===== config.mk =====
export PLATFORM = sky130hd
export DESIGN_NAME = instr_queue_decode
export DESIGN_NICKNAME = d
export VERILOG_FILES = /design/src/rtl/instr_queue_decode_pkg.sv /design/src/rtl/instr_queue_decode_fields.sv /design/src/rtl/instr_queue_decode.sv
export SDC_FILE = /design/constraint.sdc
export NUM_CORES = 1
export LEC_CHECK = 0
export ABC_AREA = 1
export CORE_MARGIN = 3
export CORE_UTILIZATION = 50
export DETAILED_ROUTE_END_ITERATION = 16
export HOLD_SLACK_MARGIN = 0.1
export PLACE_DENSITY = 0.9
export SYNTH_ARGS = -nofsm -noshare
export SYNTH_HDL_FRONTEND = slang
export SYNTH_HIERARCHICAL = 1
export SYNTH_SLANG_ARGS = --single-unit

===== constraint.sdc =====
create_clock -name clk -period 4.2 [get_ports clk]
set_input_delay 1.26 -clock clk [delete_from_list [all_inputs] [get_ports clk]]
set_output_delay 1.26 -clock clk [all_outputs]
set_load 0.1 [all_outputs]

===== src/rtl/instr_queue_decode_pkg.sv =====
// instr_queue_decode_pkg: shared format codes, widths and field bit ranges.
// Ports: none (package imported by instr_queue_decode and instr_queue_decode_fields).
package instr_queue_decode_pkg;
    localparam int INSTR_W = 32;
    localparam int OPC_W   = 2;
    localparam logic [OPC_W-1:0] FMT_R   = 2'b00;
    localparam logic [OPC_W-1:0] FMT_I   = 2'b01;
    localparam logic [OPC_W-1:0] FMT_J   = 2'b10;
    localparam logic [OPC_W-1:0] FMT_ILL = 2'b11;
    localparam int OPC_HI  = 31;
    localparam int OPC_LO  = 30;
    localparam int RS_HI   = 25;
    localparam int RS_LO   = 21;
    localparam int RT_HI   = 20;
    localparam int RT_LO   = 16;
    localparam int RD_HI   = 15;
    localparam int RD_LO   = 11;
    localparam int SA_HI   = 10;
    localparam int SA_LO   = 6;
    localparam int FUNC_HI = 5;
    localparam int FUNC_LO = 0;
    localparam int IMM_HI  = 15;
    localparam int IMM_LO  = 0;
    localparam int ADDR_HI = 25;
    localparam int ADDR_LO = 0;
endpackage


===== src/rtl/instr_queue_decode_fields.sv =====
// instr_queue_decode_fields: combinational decode of the head word into format-gated fields.
// Ports: i_valid/i_instr (head entry) -> o_fmt, o_illegal, o_rs, o_rt, o_rd, o_sa, o_func,
//        o_imm, o_imm_ext (sign- or zero-extended per SEXT_IMM), o_addr. All zero when invalid.
module instr_queue_decode_fields
    import instr_queue_decode_pkg::*;
#(
    parameter bit SEXT_IMM = 1'b1
) (
    input  logic               i_valid,
    input  logic [INSTR_W-1:0] i_instr,
    output logic [OPC_W-1:0]   o_fmt,
    output logic               o_illegal,
    output logic [4:0]         o_rs,
    output logic [4:0]         o_rt,
    output logic [4:0]         o_rd,
    output logic [4:0]         o_sa,
    output logic [5:0]         o_func,
    output logic [15:0]        o_imm,
    output logic [31:0]        o_imm_ext,
    output logic [25:0]        o_addr
);
    logic [OPC_W-1:0] w_fmt;
    logic             w_r;
    logic             w_i;
    logic             w_j;
    logic [15:0]      w_imm;

    always_comb begin
        w_fmt     = i_valid ? i_instr[OPC_HI:OPC_LO] : FMT_R;
        w_r       = i_valid && (w_fmt == FMT_R);
        w_i       = i_valid && (w_fmt == FMT_I);
        w_j       = i_valid && (w_fmt == FMT_J);
        w_imm     = i_instr[IMM_HI:IMM_LO];
        o_fmt     = w_fmt;
        o_illegal = i_valid && (w_fmt == FMT_ILL);
        o_rs      = (w_r || w_i) ? i_instr[RS_HI:RS_LO] : '0;
        o_rt      = (w_r || w_i) ? i_instr[RT_HI:RT_LO] : '0;
        o_rd      = w_r ? i_instr[RD_HI:RD_LO] : '0;
        o_sa      = w_r ? i_instr[SA_HI:SA_LO] : '0;
        o_func    = w_r ? i_instr[FUNC_HI:FUNC_LO] : '0;
        o_imm     = w_i ? w_imm : '0;
        o_imm_ext = !w_i ? '0 : SEXT_IMM ? {{16{w_imm[15]}}, w_imm} : {16'h0, w_imm};
        o_addr    = w_j ? i_instr[ADDR_HI:ADDR_LO] : '0;
    end
endmodule


===== src/rtl/instr_queue_decode.sv =====
// instr_queue_decode: DEPTH-entry instruction FIFO with valid/ready handshakes, flush and head decode.
// Ports: clk, rst_n (async active-low); i_flush; fetch side i_in_valid/o_in_ready/i_in_instr;
//        consumer side o_out_valid/i_out_ready; decoded head fields o_fmt..o_addr; o_count occupancy.
module instr_queue_decode
    import instr_queue_decode_pkg::*;
#(
    parameter int DEPTH    = 4,
    parameter bit SEXT_IMM = 1'b1,
    localparam int AW      = $clog2(DEPTH),
    localparam int CW      = AW + 1
) (
    input  logic               clk,
    input  logic               rst_n,
    input  logic               i_flush,
    input  logic               i_in_valid,
    output logic               o_in_ready,
    input  logic [INSTR_W-1:0] i_in_instr,
    output logic               o_out_valid,
    input  logic               i_out_ready,
    output logic [OPC_W-1:0]   o_fmt,
    output logic               o_illegal,
    output logic [4:0]         o_rs,
    output logic [4:0]         o_rt,
    output logic [4:0]         o_rd,
    output logic [4:0]         o_sa,
    output logic [5:0]         o_func,
    output logic [15:0]        o_imm,
    output logic [31:0]        o_imm_ext,
    output logic [25:0]        o_addr,
    output logic [CW-1:0]      o_count
);
    logic [INSTR_W-1:0] r_mem [DEPTH];
    logic [AW-1:0]      r_wr_ptr;
    logic [AW-1:0]      r_rd_ptr;
    logic [CW-1:0]      r_count;
    logic               w_push;
    logic               w_pop;

    // in_ready depends only on occupancy, so a full queue refuses a push even when popping
    assign o_in_ready  = r_count < CW'(DEPTH);
    assign o_out_valid = r_count != '0;
    assign o_count     = r_count;
    assign w_push      = i_in_valid && o_in_ready;
    assign w_pop       = o_out_valid && i_out_ready;

    // storage is deliberately left out of reset; outputs are gated by out_valid
    always_ff @(posedge clk) begin
        if (w_push && !i_flush) r_mem[r_wr_ptr] <= i_in_instr;
    end

    always_ff @(posedge clk or negedge rst_n) begin
        if (!rst_n) begin
            r_wr_ptr <= '0;
            r_rd_ptr <= '0;
            r_count  <= '0;
        end else if (i_flush) begin
            r_wr_ptr <= '0;
            r_rd_ptr <= '0;
            r_count  <= '0;
        end else begin
            r_wr_ptr <= w_push ? r_wr_ptr + AW'(1) : r_wr_ptr;
            r_rd_ptr <= w_pop ? r_rd_ptr + AW'(1) : r_rd_ptr;
            r_count  <= r_count + CW'(w_push) - CW'(w_pop);
        end
    end

    instr_queue_decode_fields #(
        .SEXT_IMM (SEXT_IMM)
    ) u_fields (
        .i_valid   (o_out_valid),
        .i_instr   (r_mem[r_rd_ptr]),
        .o_fmt     (o_fmt),
        .o_illegal (o_illegal),
        .o_rs      (o_rs),
        .o_rt      (o_rt),
        .o_rd      (o_rd),
        .o_sa      (o_sa),
        .o_func    (o_func),
        .o_imm     (o_imm),
        .o_imm_ext (o_imm_ext),
        .o_addr    (o_addr)
    );
endmodule


* Word-level counts from Yosys, hierarchy flattened
Memories as Yosys holds them, arrays and structs flattened.
Index checks and enable logic that the tools add are counted.
** Storage, ports and cells
- Register bits :: 7
- Bits in latches :: 0
- Bits in writable memories :: 128
- Memory bits (read-only) :: 0
- Input port bits :: 37
- Output and inout port bits :: 108
- Word-level logic and storage cells :: 41
- Memories kept :: 1
** Memories
- r_mem :: words 4, width 32, rd ports 1, clocked after Yosys merged registers in 0, write ports 1, line instr_queue_decode.sv:32 : logic [INSTR_W-1:0] r_mem [DEPTH];
** Cells by class
- Add/sub/neg operators :: 4
- Multiply operators :: 0
- Div/mod/pow operators :: 0
- Magnitude comparators :: 1
- Eq/ne operators :: 3
- Shift-type cells :: 0
- Mux-type cells :: 16
- Bitwise operators :: 0
- Reduce and logical (&&, ||, !) cells :: 13
** Operators by type and width (count)
- 32-bit two-way mux :: 1
- 26-bit two-way mux :: 1
- 5-bit two-way mux :: 4
- 16-bit two-way mux :: 1
- 2-bit two-way mux :: 5
- 1-bit logical AND :: 7
- 6-bit two-way mux :: 1
- 2-bit by 1-bit adder with 2-bit output (second input constant) :: 2
- 2-bit == test (second input constant) :: 2
- 2-bit nonzero test :: 2
- 3-bit by 1-bit adder with 3-bit output :: 1
- 3-bit less-than comparator (second input constant) :: 1
- 3-bit two-way mux :: 1
- 3-bit nonzero test :: 1
- 3-bit by 1-bit subtractor with 3-bit output :: 1
- 2-bit by 1-bit == test with 1-bit output (second input constant) :: 1
- 2-bit logical NOT :: 1
- 1-bit two-way mux :: 2
- 1-bit logical NOT :: 1
- 1-bit logical OR :: 1

* Longest topological paths before layout
- Depth after elaboration :: 6
- Depth in mapped cells :: 12
- Gate-level depth less buffers :: 12

* Modules after synthesis
Netlist, hierarchy kept.
** Modules (own cells, without submodules)
- instr_queue_decode :: times used 1, cells an instance 371, area each 5228.8 um^2, sequential area each 4018.9 um^2
- instr_queue_decode_fields :: times used 1, cells an instance 142, area each 818.3 um^2, sequential area each 0.0 um^2

* Worst setup path after synthesis
No wires, ideal clock.
- Kind :: register -> output
- From :: reg r_count[1] (netlist: o_count[1])
- To :: out o_imm_ext[15]
- Data arrival time :: 4.531 ns
- Required time :: 2.940 ns
- Path slack :: -1.591 ns
- Stages on the path, launching flop included :: 7
- Buffers on the path :: 2
- Cells stage by stage :: dfrtp_1 > nor2_1 > nand2_1 > buf_6 > nand3_4 > nor2_1 > buf_4
** On the way
- Word-level cells in the longest chain between the ends :: 5
** Ends and longest elaborated chain
- start, declared :: line instr_queue_decode.sv:35 : logic [CW-1:0] r_count;
- start signal, assigned :: line instr_queue_decode.sv:63 : r_count <= r_count + CW'(w_push) - CW'(w_pop);
- 3-bit nonzero test * :: line instr_queue_decode.sv:41 : assign o_out_valid = r_count != '0;
- net o_out_valid :: line instr_queue_decode.sv:18 : output logic o_out_valid,
- 2-bit two-way mux :: line instr_queue_decode_fields.sv:29 : w_fmt = i_valid ? i_instr[OPC_HI:OPC_LO] : FMT_R;
- 2-bit by 1-bit == test with 1-bit output :: line instr_queue_decode_fields.sv:31 : w_i = i_valid && (w_fmt == FMT_I);
- 1-bit logical AND * :: line instr_queue_decode_fields.sv:31
- 32-bit two-way mux * :: line instr_queue_decode_fields.sv:42 : o_imm_ext = !w_i ? '0 : SEXT_IMM ? {{16{w_imm[15]}}, w_imm} : {16'h0, w_imm};
- end, declared :: line instr_queue_decode.sv:28 : output logic [31:0] o_imm_ext,
The timed path passes the listed nets; every way through them passes the cells marked *.

* Worst setup path after layout
- From :: reg r_rd_ptr[0]
- To :: out o_imm_ext[20]
** On the way
- Word-level cells in the longest chain between the ends :: 5
** Ends and longest elaborated chain
- start, declared :: line instr_queue_decode.sv:34 : logic [AW-1:0] r_rd_ptr;
- start signal, assigned :: line instr_queue_decode.sv:62 : r_rd_ptr <= w_pop ? r_rd_ptr + AW'(1) : r_rd_ptr;
- memory read 4 x 32 bit *
- 2-bit two-way mux :: line instr_queue_decode_fields.sv:29
- 2-bit by 1-bit == test with 1-bit output :: line instr_queue_decode_fields.sv:31
- 1-bit logical AND :: line instr_queue_decode_fields.sv:31
- 32-bit two-way mux * :: line instr_queue_decode_fields.sv:42
Mark *: on every way between the ends. The rest lies on a longest branch, timed or not.

==> impl_metrics.toml <==
[final_layout]
final_nets = 637
area_growth_pct = 57.3
drive_gt1_share_pct = 39.4
fin_area_um2 = 8600
n_antenna_cell = 0
fillers = 472

[timing]
slew_viol_final = 0
fin_skew_ns = 0.00548
max-slew-margin-rel_pct = 35.4
hold_violations = 0
setup_viol = 0
fin_crit_ns = 4.01
max_freq_mhz = 249
final.setup.tns_ns = 0
rsz0062_at_grt = "false"
tightest_slew_ns = 0.967
min_period_over_period_pct = 95.5

[clocking]
cts_tree = "yes"
clockBufferDepth = 2
cts_root_buf = "clkbuf_8"
cts_sinks = 119
h-tree-depth = 4
clk_latency_ns = 0.52
cts_buffers = 17
cts.clk_slew.worst_paths_ns = 0.06

[detailed_routing]
detail_route.wl_per_cell_um = 23.1
firstDrtPassIters = 5
drc = 0
first_iter_violations = 444
vias = 4211
drt-total-wl_um = 17100
ant_nets = 0
viasPerCell = 5.68

[critical_path]
slowest_stage = "dfrtp_2"
path_cells = "inv_2, buf_6, nor2_1, o22ai_1, inv_1, nor2_4, buf_12, buf_12"
crit_family = "buffers and inverters"
path_common_cell = "buf_12"
crit_required_ns = 2.94
startpoint = "r_rd_ptr[0]$_DFFE_PN0P_"
r2r-start = "o_count[2]$_DFF_PN0_"
regToRegEndpoint = "o_count[2]$_DFF_PN0_"
cp-start-kind = "flop"
reg2reg_slack_ns = 1.83
slowest_delay_ns = 0.44
critical_path_buf_inv_count = 5
crit_fanout = 35
cp.arrival_ns = 2.75
ff2ff_path_depth = 12
critPathKind = "reg2out"
crit_path_end_kind = "output pin"

[yosys]
syn_nets = 521
synth.cell_area_um2 = 5470
synthCells = 477
ys_warn_count = 6
avgSynthCellArea_um2 = 11.5

[place]
gp_congestion = 0.807
dp_hpwl_um = 10500
dpl-instance-area_um2 = 7960
io_buffers = 140

[floorplan]
die_area_um2 = 12200
die_h_um = 111
row_count = 37
coreArea_um2 = 10500
die_x_um = 111
start_util_pct = 52.3
io_pins = 145

[grt]
antenna_found_initial = 0
grt_max_degree = 36
grt_pass1_wl_um = 24900
grtUsageTotal_pct = 26.6
first_global_vias = 4356
grt-ovfl-total = 0

[worst_hold_path]
worst_hold_path.endpoint = "r_wr_ptr[1]$_DFFE_PN0P_"
min_from = "r_wr_ptr[1]$_DFFE_PN0P_"
hold_class = "reg2reg"
hold_path_depth = 2

[run_status]
outcome = "finished, final reports clean"

[flow_run]
cap_viol_max_count = 0
## flip-flops by register name, indices dropped and copies added, names as in the netlist
signal	cells
o_count	3
r_rd_ptr	2
r_mem	112
r_wr_ptr	2
## metrics by stage
| stage | setup WS (ns) | hold slack (ns) | utilization [%] | cells |
|---|---|---|---|---|
| 2_1_floorplan | 0.106 | 0.516 | - | 477 |
| 3_3_place_gp | 0.583 | 0.536 | 76.1 | 707 |
| 3_5_place_dp | 0.456 | 0.560 | 76.1 | 707 |
| 4_1_cts | 0.0460 | 0.591 | 82.1 | 741 |
| 5_1_grt | 0.0760 | 0.665 | 82.2 | 742 |
| 6_report | 0.187 | 0.591 | 82.2 | 742 |
## layer usage
| layer | GRT usage (%) | vias up | wire length (um) |
|---|---|---|---|
| li1 | - | 1826 | - |
| met1 | 30.4 | 2055 | 6300 |
| met2 | 46.6 | 300 | 8920 |
| met3 | 7.34 | 30 | 1560 |
| met4 | 11.5 | 0 | 359 |
| met5 | 0 | - | 0 |
## layout make-up
cell class	instances	area (um^2)	share of cell area [%]
multi-input combinational	253	1530	17.8
clock buffer	17	414	4.81
inverter	48	180	2.09
clock inverter	15	179	2.08
timing repair buffer	154	2590	30.1
sequential	119	3540	41.2
tap	136	170	1.98
## worst min-delay path, delay by kind of cell, from the launching register on
family             cells  cell delay [ns]
and+or+nand+nor        1             0.09
DFF                    1             0.39
AOI/OAI and AO/OA      1             0.07
## cell usage in the layout (no fill, tap or decap), drive strengths merged
cell type and n:
nand4 2, o21ai 58, clkinv 7, dfrtp 7, nor2 137, clkinvlp 3, ha 6, o22ai 28
clkdlybuf4s50 36, buf 118, nand3 9, bufinv 3, edfxtp 112, clkbuf 17, nand2 12, fa 1
inv 50
## worst max-delay path by stage
stage | to | slack, ns | cells past startpoint
CTS | o_imm_ext[12] | 0.05 | 7
floorplan | o_imm_ext[15] | 0.11 | 6
global placement | o_addr[3] | 0.58 | 6
finish | o_imm_ext[20] | 0.19 | 8
global route | o_addr[25] | 0.08 | 6
detailed placement | o_addr[9] | 0.46 | 6
## what timing repair did
| item | 4_1_cts | 5_1_grt |
|---|---|---|
| gates cloned | 1 | 0 |
| resized for setup | 3 | 2 |
| hold buffers | 0 | 0 |
| pin swaps | 1 | 0 |
| endpoints found under the setup margin | 60 | 34 |
| buffers inserted | 1 | 1 |
Power is left out: the tool's default activity adds up to more than one toggle a clock period on the data nets, which glitch-free logic cannot reach.
